## config.mk

```make
export PLATFORM = sky130hd
export DESIGN_NAME = grid_walker_param
export DESIGN_NICKNAME = d
export VERILOG_FILES = /design/src/rtl/grid_walk_pkg.sv /design/src/rtl/grid_axis_stepper.sv /design/src/rtl/grid_walker_param.sv
export SDC_FILE = /design/constraint.sdc
export NUM_CORES = 1
export LEC_CHECK = 0
export CAP_MARGIN = 15
export CORE_MARGIN = 1
export CORE_UTILIZATION = 25
export CTS_BUF_LIST = sky130_fd_sc_hd__clkbuf_4
export DETAILED_ROUTE_END_ITERATION = 8
export GPL_ROUTABILITY_DRIVEN = 0
export GPL_TIMING_DRIVEN = 0
export PLACE_DENSITY = 0.41
export SETUP_SLACK_MARGIN = 0.4
export SYNTH_ARGS = -nofsm -noshare
export SYNTH_HDL_FRONTEND = slang
export SYNTH_SLANG_ARGS = --single-unit
```

## constraint.sdc

```tcl
create_clock -name clk -period 3 [get_ports clk]
set_input_delay 0.3 -clock clk [delete_from_list [all_inputs] [get_ports clk]]
set_output_delay 0.3 -clock clk [all_outputs]
set_load 0.01 [all_outputs]
```

## src/rtl/grid_walk_pkg.sv

```systemverilog
// Shared encodings for the grid walker: move directions and walker FSM states.
package grid_walk_pkg;

  localparam logic [1:0] DIR_POS_X = 2'b00;
  localparam logic [1:0] DIR_NEG_X = 2'b01;
  localparam logic [1:0] DIR_NEG_Y = 2'b10;
  localparam logic [1:0] DIR_POS_Y = 2'b11;

  typedef enum logic [1:0] {
    ST_IDLE = 2'b00,
    ST_STEP = 2'b01,
    ST_DONE = 2'b10
  } state_t;

  // Directions 00/01 move x, 10/11 move y.
  function automatic logic dir_is_x(input logic [1:0] dir);
    return ~dir[1];
  endfunction

endpackage

```

## src/rtl/grid_axis_stepper.sv

```systemverilog
// One-axis next-coordinate logic with bound check against [0, max].
// GRID_WALK_WRAP_EN: wrap at the bounds instead of blocking the step.
module grid_axis_stepper
  import grid_walk_pkg::*;
#(
  parameter int unsigned COORD_W = 4
) (
  input  logic [COORD_W-1:0] coord,
  input  logic               dir_pos,
  input  logic               enable,
  input  logic [COORD_W-1:0] max,
  output logic [COORD_W-1:0] next_coord,
  output logic               blocked
);

  localparam int unsigned EXT_W = COORD_W + 1;

  logic [EXT_W-1:0] inc_c;
  logic [EXT_W-1:0] dec_c;
  logic             over_c;
  logic             under_c;

  // One extra bit so overflow past max and underflow below 0 are both visible.
  assign inc_c   = EXT_W'(coord) + EXT_W'(1);
  assign dec_c   = EXT_W'(coord) - EXT_W'(1);
  assign over_c  = inc_c > EXT_W'(max);
  assign under_c = dec_c[COORD_W];

  always_comb begin
    next_coord = coord;
    blocked    = 1'b0;
    if (enable) begin
      if (dir_pos) begin
        if (!over_c) begin
          next_coord = inc_c[COORD_W-1:0];
        end else begin
`ifdef GRID_WALK_WRAP_EN
          next_coord = '0;
`else
          blocked = 1'b1;
`endif
        end
      end else begin
        if (!under_c) begin
          next_coord = dec_c[COORD_W-1:0];
        end else begin
`ifdef GRID_WALK_WRAP_EN
          next_coord = max;
`else
          blocked = 1'b1;
`endif
        end
      end
    end
  end

endmodule

```

## src/rtl/grid_walker_param.sv

```systemverilog
// Rotary-command grid walker: latches {distance, direction} on a rising command edge
// and steps one unit per clock. GRID_WALK_WRAP_EN selects wrap-around at the bounds.
module grid_walker_param
  import grid_walk_pkg::*;
#(
  parameter int unsigned COORD_W = 4,
  parameter int unsigned DIST_W  = 2,
  parameter int unsigned MAX_X   = (1 << COORD_W) - 1,
  parameter int unsigned MAX_Y   = (1 << COORD_W) - 1
) (
  input  logic               clk,
  input  logic               rst,
  input  logic [DIST_W+1:0]  Y,
  input  logic               rotation_event,
  output logic [COORD_W-1:0] final_x,
  output logic [COORD_W-1:0] final_y,
  output logic               busy,
  output logic               done,
  output logic               hit_wall,
  output logic               cmd_dropped
);

  state_t             state;
  logic [1:0]         dir;
  logic [DIST_W-1:0]  remaining;
  logic               prev_rotation_event;

  logic               rot_edge_c;
  logic               x_en_c;
  logic               y_en_c;
  logic [COORD_W-1:0] next_x_c;
  logic [COORD_W-1:0] next_y_c;
  logic               x_blocked_c;
  logic               y_blocked_c;
  logic               blocked_c;

  assign rot_edge_c = rotation_event & ~prev_rotation_event;
  assign x_en_c     = (state == ST_STEP) &&  dir_is_x(dir);
  assign y_en_c     = (state == ST_STEP) && !dir_is_x(dir);
  assign blocked_c  = x_blocked_c | y_blocked_c;

  grid_axis_stepper #(.COORD_W(COORD_W)) u_x_stepper (
    .coord      (final_x),
    .dir_pos    (dir == DIR_POS_X),
    .enable     (x_en_c),
    .max        (COORD_W'(MAX_X)),
    .next_coord (next_x_c),
    .blocked    (x_blocked_c)
  );

  grid_axis_stepper #(.COORD_W(COORD_W)) u_y_stepper (
    .coord      (final_y),
    .dir_pos    (dir == DIR_POS_Y),
    .enable     (y_en_c),
    .max        (COORD_W'(MAX_Y)),
    .next_coord (next_y_c),
    .blocked    (y_blocked_c)
  );

  always_ff @(posedge clk) begin
    if (rst) begin
      state               <= ST_IDLE;
      dir                 <= DIR_POS_X;
      remaining           <= '0;
      prev_rotation_event <= 1'b0;
      final_x             <= '0;
      final_y             <= '0;
      busy                <= 1'b0;
      done                <= 1'b0;
      hit_wall            <= 1'b0;
      cmd_dropped         <= 1'b0;
    end else begin
      prev_rotation_event <= rotation_event;
      done                <= 1'b0;
      cmd_dropped         <= 1'b0;
      case (state)
        ST_IDLE: begin
          if (rot_edge_c) begin
            dir       <= Y[1:0];
            remaining <= Y[DIST_W+1:2];
            hit_wall  <= 1'b0;
            if (Y[DIST_W+1:2] == '0) begin
              state <= ST_DONE;
              done  <= 1'b1;
            end else begin
              state <= ST_STEP;
              busy  <= 1'b1;
            end
          end
        end
        ST_STEP: begin
          cmd_dropped <= rot_edge_c;
          // A blocked step holds position and ends the command early.
          if (blocked_c) begin
            hit_wall <= 1'b1;
            state    <= ST_DONE;
            busy     <= 1'b0;
            done     <= 1'b1;
          end else begin
            final_x   <= next_x_c;
            final_y   <= next_y_c;
            remaining <= remaining - DIST_W'(1);
            if (remaining == DIST_W'(1)) begin
              state <= ST_DONE;
              busy  <= 1'b0;
              done  <= 1'b1;
            end
          end
        end
        ST_DONE: begin
          cmd_dropped <= rot_edge_c;
          state       <= ST_IDLE;
        end
        default: begin
          state <= ST_IDLE;
          busy  <= 1'b0;
        end
      endcase
    end
  end

endmodule
```

### Word-level counts from Yosys, hierarchy flattened

Cells that the tools add are included.

* flip-flop bits (word level): 19

* $add $sub $neg: 5
* order comparisons: 2
* eq/ne operators: 13
* mux-type cells: 35
* bitwise operators: 7
* reductions and logical operators: 15

Operators with widths (number)
* 4-bit two-way mux: 6
* 1-bit two-way mux: 18
* 2-bit two-way mux: 6
* 2-bit inequality test, second input constant: 6
* 4-bit by 1-bit adder with 5-bit output, second input constant: 2
* 5-bit by 4-bit greater-than comparator with 1-bit output, second input constant: 2
* 5-bit AND reduction: 2
* 4-bit by 1-bit subtractor with 5-bit output, second input constant: 2
* 2-bit one-hot mux with 2 select lines: 2
* 2-bit zero test: 3
* 3-bit AND reduction: 2
* 1-bit inverter: 5
* 2-bit by 1-bit == test with 1-bit output, second input constant: 2
* 2-bit == test, second input constant: 2
* 2-bit by 1-bit inequality test with 1-bit output, second input constant: 2
* 1-bit one-hot mux with 2 select lines: 2
* 2-bit AND reduction: 2
* 4-bit AND reduction: 1
* 2-bit OR reduction: 2
* 3-bit by 2-bit inequality test with 1-bit output, second input constant: 1
* 1-bit one-hot mux with 3 select lines: 1
* 1-bit logical AND: 2
* 2-bit nonzero test: 1
* 2-bit by 1-bit subtractor with 2-bit output, second input constant: 1
* 2 further kinds: 2

### Depth between registers and ports, before layout

* word-level depth: 8
* gate-level depth with buffers: 8
* mapped depth without buffers: 8

### Cells and area by module

From an unflattened synthesis, not the netlist that was laid out.

* cells, all modules: 206
* area, all modules: 1666.6 µm²

By module, submodules not included
* grid_walker_param: times used 1, cells each 104, area each 928.4 µm², seq. area each 380.4 µm²
* grid_axis_stepper at u_y_stepper: times used 1, cells each 52, area each 376.6 µm², seq. area each 0.0 µm²
* grid_axis_stepper at u_x_stepper: times used 1, cells each 50, area each 361.6 µm², seq. area each 0.0 µm²

### Worst setup path before layout

OpenSTA, ideal clock, no wires.

* kind: reg-to-reg
* from: reg final_y[0]
* to: reg remaining[0]
* library setup time: 91 ps
* data arrival time: 2296 ps
* slack: 614 ps
* stages on the path, launching flop included: 9
* path through: dfxtp_1 > inv_1 > ha_1 > nor3b_1 > maj3_2 > o2111a_1 > a31o_1 > o31a_1 > a311oi_1

* word-level cells in the longest chain between the ends: 8
* elaborated cells on any way between the ends: 10
* those cells by class: add/sub (2); order compare (1); eq/ne (1); mux (4); bitwise (1); reduce/logical (1)

Ends and longest elaborated chain
* from (decl): line grid_walker_param.sv:16 `output logic [COORD_W-1:0] final_y,`
* from (signal assigned): line grid_walker_param.sv:101 `final_y <= next_y_c;`
* 4-bit by 1-bit adder with 5-bit output: line grid_axis_stepper.sv:24 `assign inc_c = EXT_W'(coord) + EXT_W'(1);`
* 5-bit by 4-bit greater-than comparator with 1-bit output: line grid_axis_stepper.sv:26 `assign over_c = inc_c > EXT_W'(max);`
* 1-bit two-way mux: line grid_axis_stepper.sv:34 `if (!over_c) begin`
* 1-bit two-way mux *: line grid_axis_stepper.sv:33 `if (dir_pos) begin`
* 1-bit two-way mux *: line grid_axis_stepper.sv:32 `if (enable) begin`
* 1-bit bitwise OR *: line grid_walker_param.sv:40 `assign blocked_c = x_blocked_c | y_blocked_c;`
* 2-bit inequality test (no source line) *
* 3-bit AND reduction (no source line) *
* to (signal assigned): line grid_walker_param.sv:80 `remaining <= Y[DIST_W+1:2];`
* to (signal assigned): line grid_walker_param.sv:102 `remaining <= remaining - DIST_W'(1);`
* to (decl): line grid_walker_param.sv:25 `logic [DIST_W-1:0] remaining;`

Mark *: on every way between the ends. The rest lies on a longest branch, timed or not.
A chain may end at the register's enable or synchronous reset.

### Final worst setup path

Ends and elaborated chain as after synthesis.

==> reports/results.tsv <==
metric	value	unit
avgViaCountPerCell	4.99	
criticalPathCategory	reg2reg	
peakVddDrop	0.000226	V
timing.clock.skew	5.31	ps
cts_tree	yes	
relSlewSlack	0.648	
layout.filler_cells	509	
synth_edf_count	0	
initial_core_util	0.259	
yosys_most_used_dff	dfxtp_1	
ctsHoldBuffers	0	
ant_nets	0	
clockRootBuffer	clkbuf_4	
track_usage	0.117	
status	finished clean	
min-delay-path-class	reg2reg	
report.final.hold_viol_count	0	
core	0.00469	mm²
netlist_instances	146	
period_needed	2470	ps
ff_latch_count_synth	19	
ys_warnings	0	
die-area	0.00515	mm²
post-cts-setup-buffer-count	0	
syn-num-nets	163	
layout_commonest_cell	clkdlybuf4s50_1	
async_flop_share	0	
fp.dieH	71.7	µm
drt-wirelength-per-cell	12.8	µm
die_width	71.7	µm
setup_viol	0	
first_pass_grt_wire_length	4820	µm
max_cap_viol_count	0	
worst-r2r-cell-count	8	
tritoncts.num_buffers	3	
layout_overhead_on_the_synthesized_area	23.8	%
post_synth.cell_area_avg	8.33	µm²
total_leakage_power	0.582	nW
antenna_cells	0	
layout.nets	186	
drc_errors	0	
cp-start-kind	flop	
portion_of_the_clock_cycle_consumed_by_the_worst_path_in_the_final_layout	0.823	
std_cell_rows	25	
dr.pass1.iters	4	
cp-end-kind	flop	
max_transition_viols_final	0	
first_global_vias	1064	
final_core_util	0.321	
worst_max_slew_pin_slew	528	ps
place.detailed.hpwl	2120	µm
critical_path.max_fanout	6	
top_level_ports	19	
rsz0062_at_grt	false	
syn_area	0.00122	mm²
grt_antenna_before_repair	0	
buffer_ports.inserted	18	
first_drt_iteration_drcs	50	
cts.clk_slew.worst_paths	120	ps
drive_gt1_frac	0.0655	
hold_depth	1	
timing.critical_path.arrival	2690	ps
finalPower	0.000613	W
tns	0	ps
cts_max_path_buffers	2	
clock_latency	310	ps
total_overflow_reported_by_the_global_router	0	
cts-htree-levels	1	
fmax	0.405	GHz
tritoncts_num_sinks	19	
vias	1107	
leading_cell_types_in_the_layout_fill_and_taps_excluded	18 x clkdlybuf4s50_1, 17 x dfxtp_1, 14 x inv_1, 13 x nor2_1, 12 x a21oi_1	
sequential_fraction_of_the_synthesis_area	0.313	
routed_wl	2830	µm
yosysUniqueCellTypes	45	
grt_start_max_net_pins	12	
power-per-cell-area	407	mW/mm²
crit_required	3220	ps
==> state kept, by name, summed over array words and instances, names as in the netlist <==
signal,flops
state,2
busy,1
prev_rotation_event,1
hit_wall,1
final_x,4
dir,2
cmd_dropped,1
done,1
final_y,4
remaining,2
==> cell type report <==
class	instances	area, µm²	area share
multi-input combinational	107	761	0.505
sequential	19	385	0.256
timing repair buffer	18	180	0.120
tap	54	67.6	0.0449
inverter	14	52.6	0.0349
buffer	6	31.3	0.0208
clock buffer	3	22.5	0.0150
clock inverter	1	5.00	0.00333
==> logic make-up (layout without fill, tap and decap cells) <==
family,after synthesis,count (layout),synth area share
xor+xnor,7,7,0.0504
compound gates,38,38,0.224
simple gates,50,50,0.223
mux,1,1,0.00823
buf+inv,20,42,0.0689
fa+ha+maj,11,11,0.112
flops,19,19,0.313
==> timing repair <==
| action | CTS | global route |
|---|---|---|
| gates cloned | 0 | 0 |
| setup endpoints to repair | 1 | 4 |
| gates resized for setup | 1 | 3 |
| endpoints found under the hold margin | 0 | 0 |
==> report_power, final <==
part           switching (W)  internal [W]
Combinational       0.000100     0.0000855
Sequential         0.0000154      0.000272
Clock              0.0000900     0.0000497
==> worst max-delay path, stage by stage (launching register included) <==
cell,delay (ps)
dfxtp_4,400
inv_1,100
ha_1,330
nor3b_1,160
maj3_2,320
o2111a_1,290
a31o_1,260
o31a_1,290
a311oi_1,240
==> stage by stage <==
stage / hold WS (ps) / instance area, µm² / setup slack (ps) / instances
floorplan: 372 / 1220 / 614 / 146
global placement: 492 / 1460 / 413 / 218
detailed placement: 490 / 1460 / 401 / 218
CTS: 510 / 1500 / 399 / 222
global route: 535 / 1510 / 408 / 222
finish: 509 / 1510 / 530 / 222
==> final timing paths <==
kind                                   start            to  slack, ps
worst max-delay path              final_y[0]  remaining[0]        530
worst min-delay path            remaining[0]  remaining[0]        510
worst max register to register    final_y[0]  remaining[0]        530
worst min register to register  remaining[0]  remaining[0]        510
==> cells in the mapped netlist, types with 2 or more instances <==
| library cell | n | area, µm² |
|---|---|---|
| o21ai_0 | 4 | 20.0 |
| a21oi_1 | 12 | 60.1 |
| a311oi_1 | 2 | 17.5 |
| nand2b_1 | 3 | 18.8 |
| o311a_1 | 2 | 20.0 |
| nand2_1 | 10 | 37.5 |
| nand4_1 | 3 | 18.8 |
| o41ai_1 | 2 | 17.5 |
| nor2b_1 | 3 | 18.8 |
| nor2_1 | 13 | 48.8 |
| xnor2_1 | 5 | 43.8 |
| ha_1 | 10 | 125 |
| xor2_1 | 2 | 17.5 |
| dfxtp_1 | 19 | 380 |
| a311o_1 | 2 | 20.0 |
| nor3b_1 | 2 | 15.0 |
| clkbuf_1 | 4 | 15.0 |
| nand3_1 | 5 | 25.0 |
| a21o_1 | 3 | 22.5 |
| and2_1 | 2 | 12.5 |
| inv_1 | 14 | 52.6 |
==> routing by layer <==
| layer | up-vias | track usage | part of all wire |
|---|---|---|---|
| li1 | 565 | - | - |
| met1 | 517 | 0.145 | 0.48 |
| met2 | 19 | 0.201 | 0.47 |
| met3 | 6 | 0.0225 | 0.030 |
| met4 | 0 | 0.0414 | 0.014 |
| met5 | - | 0 | 0 |
(Power assumes the default switching activity.)
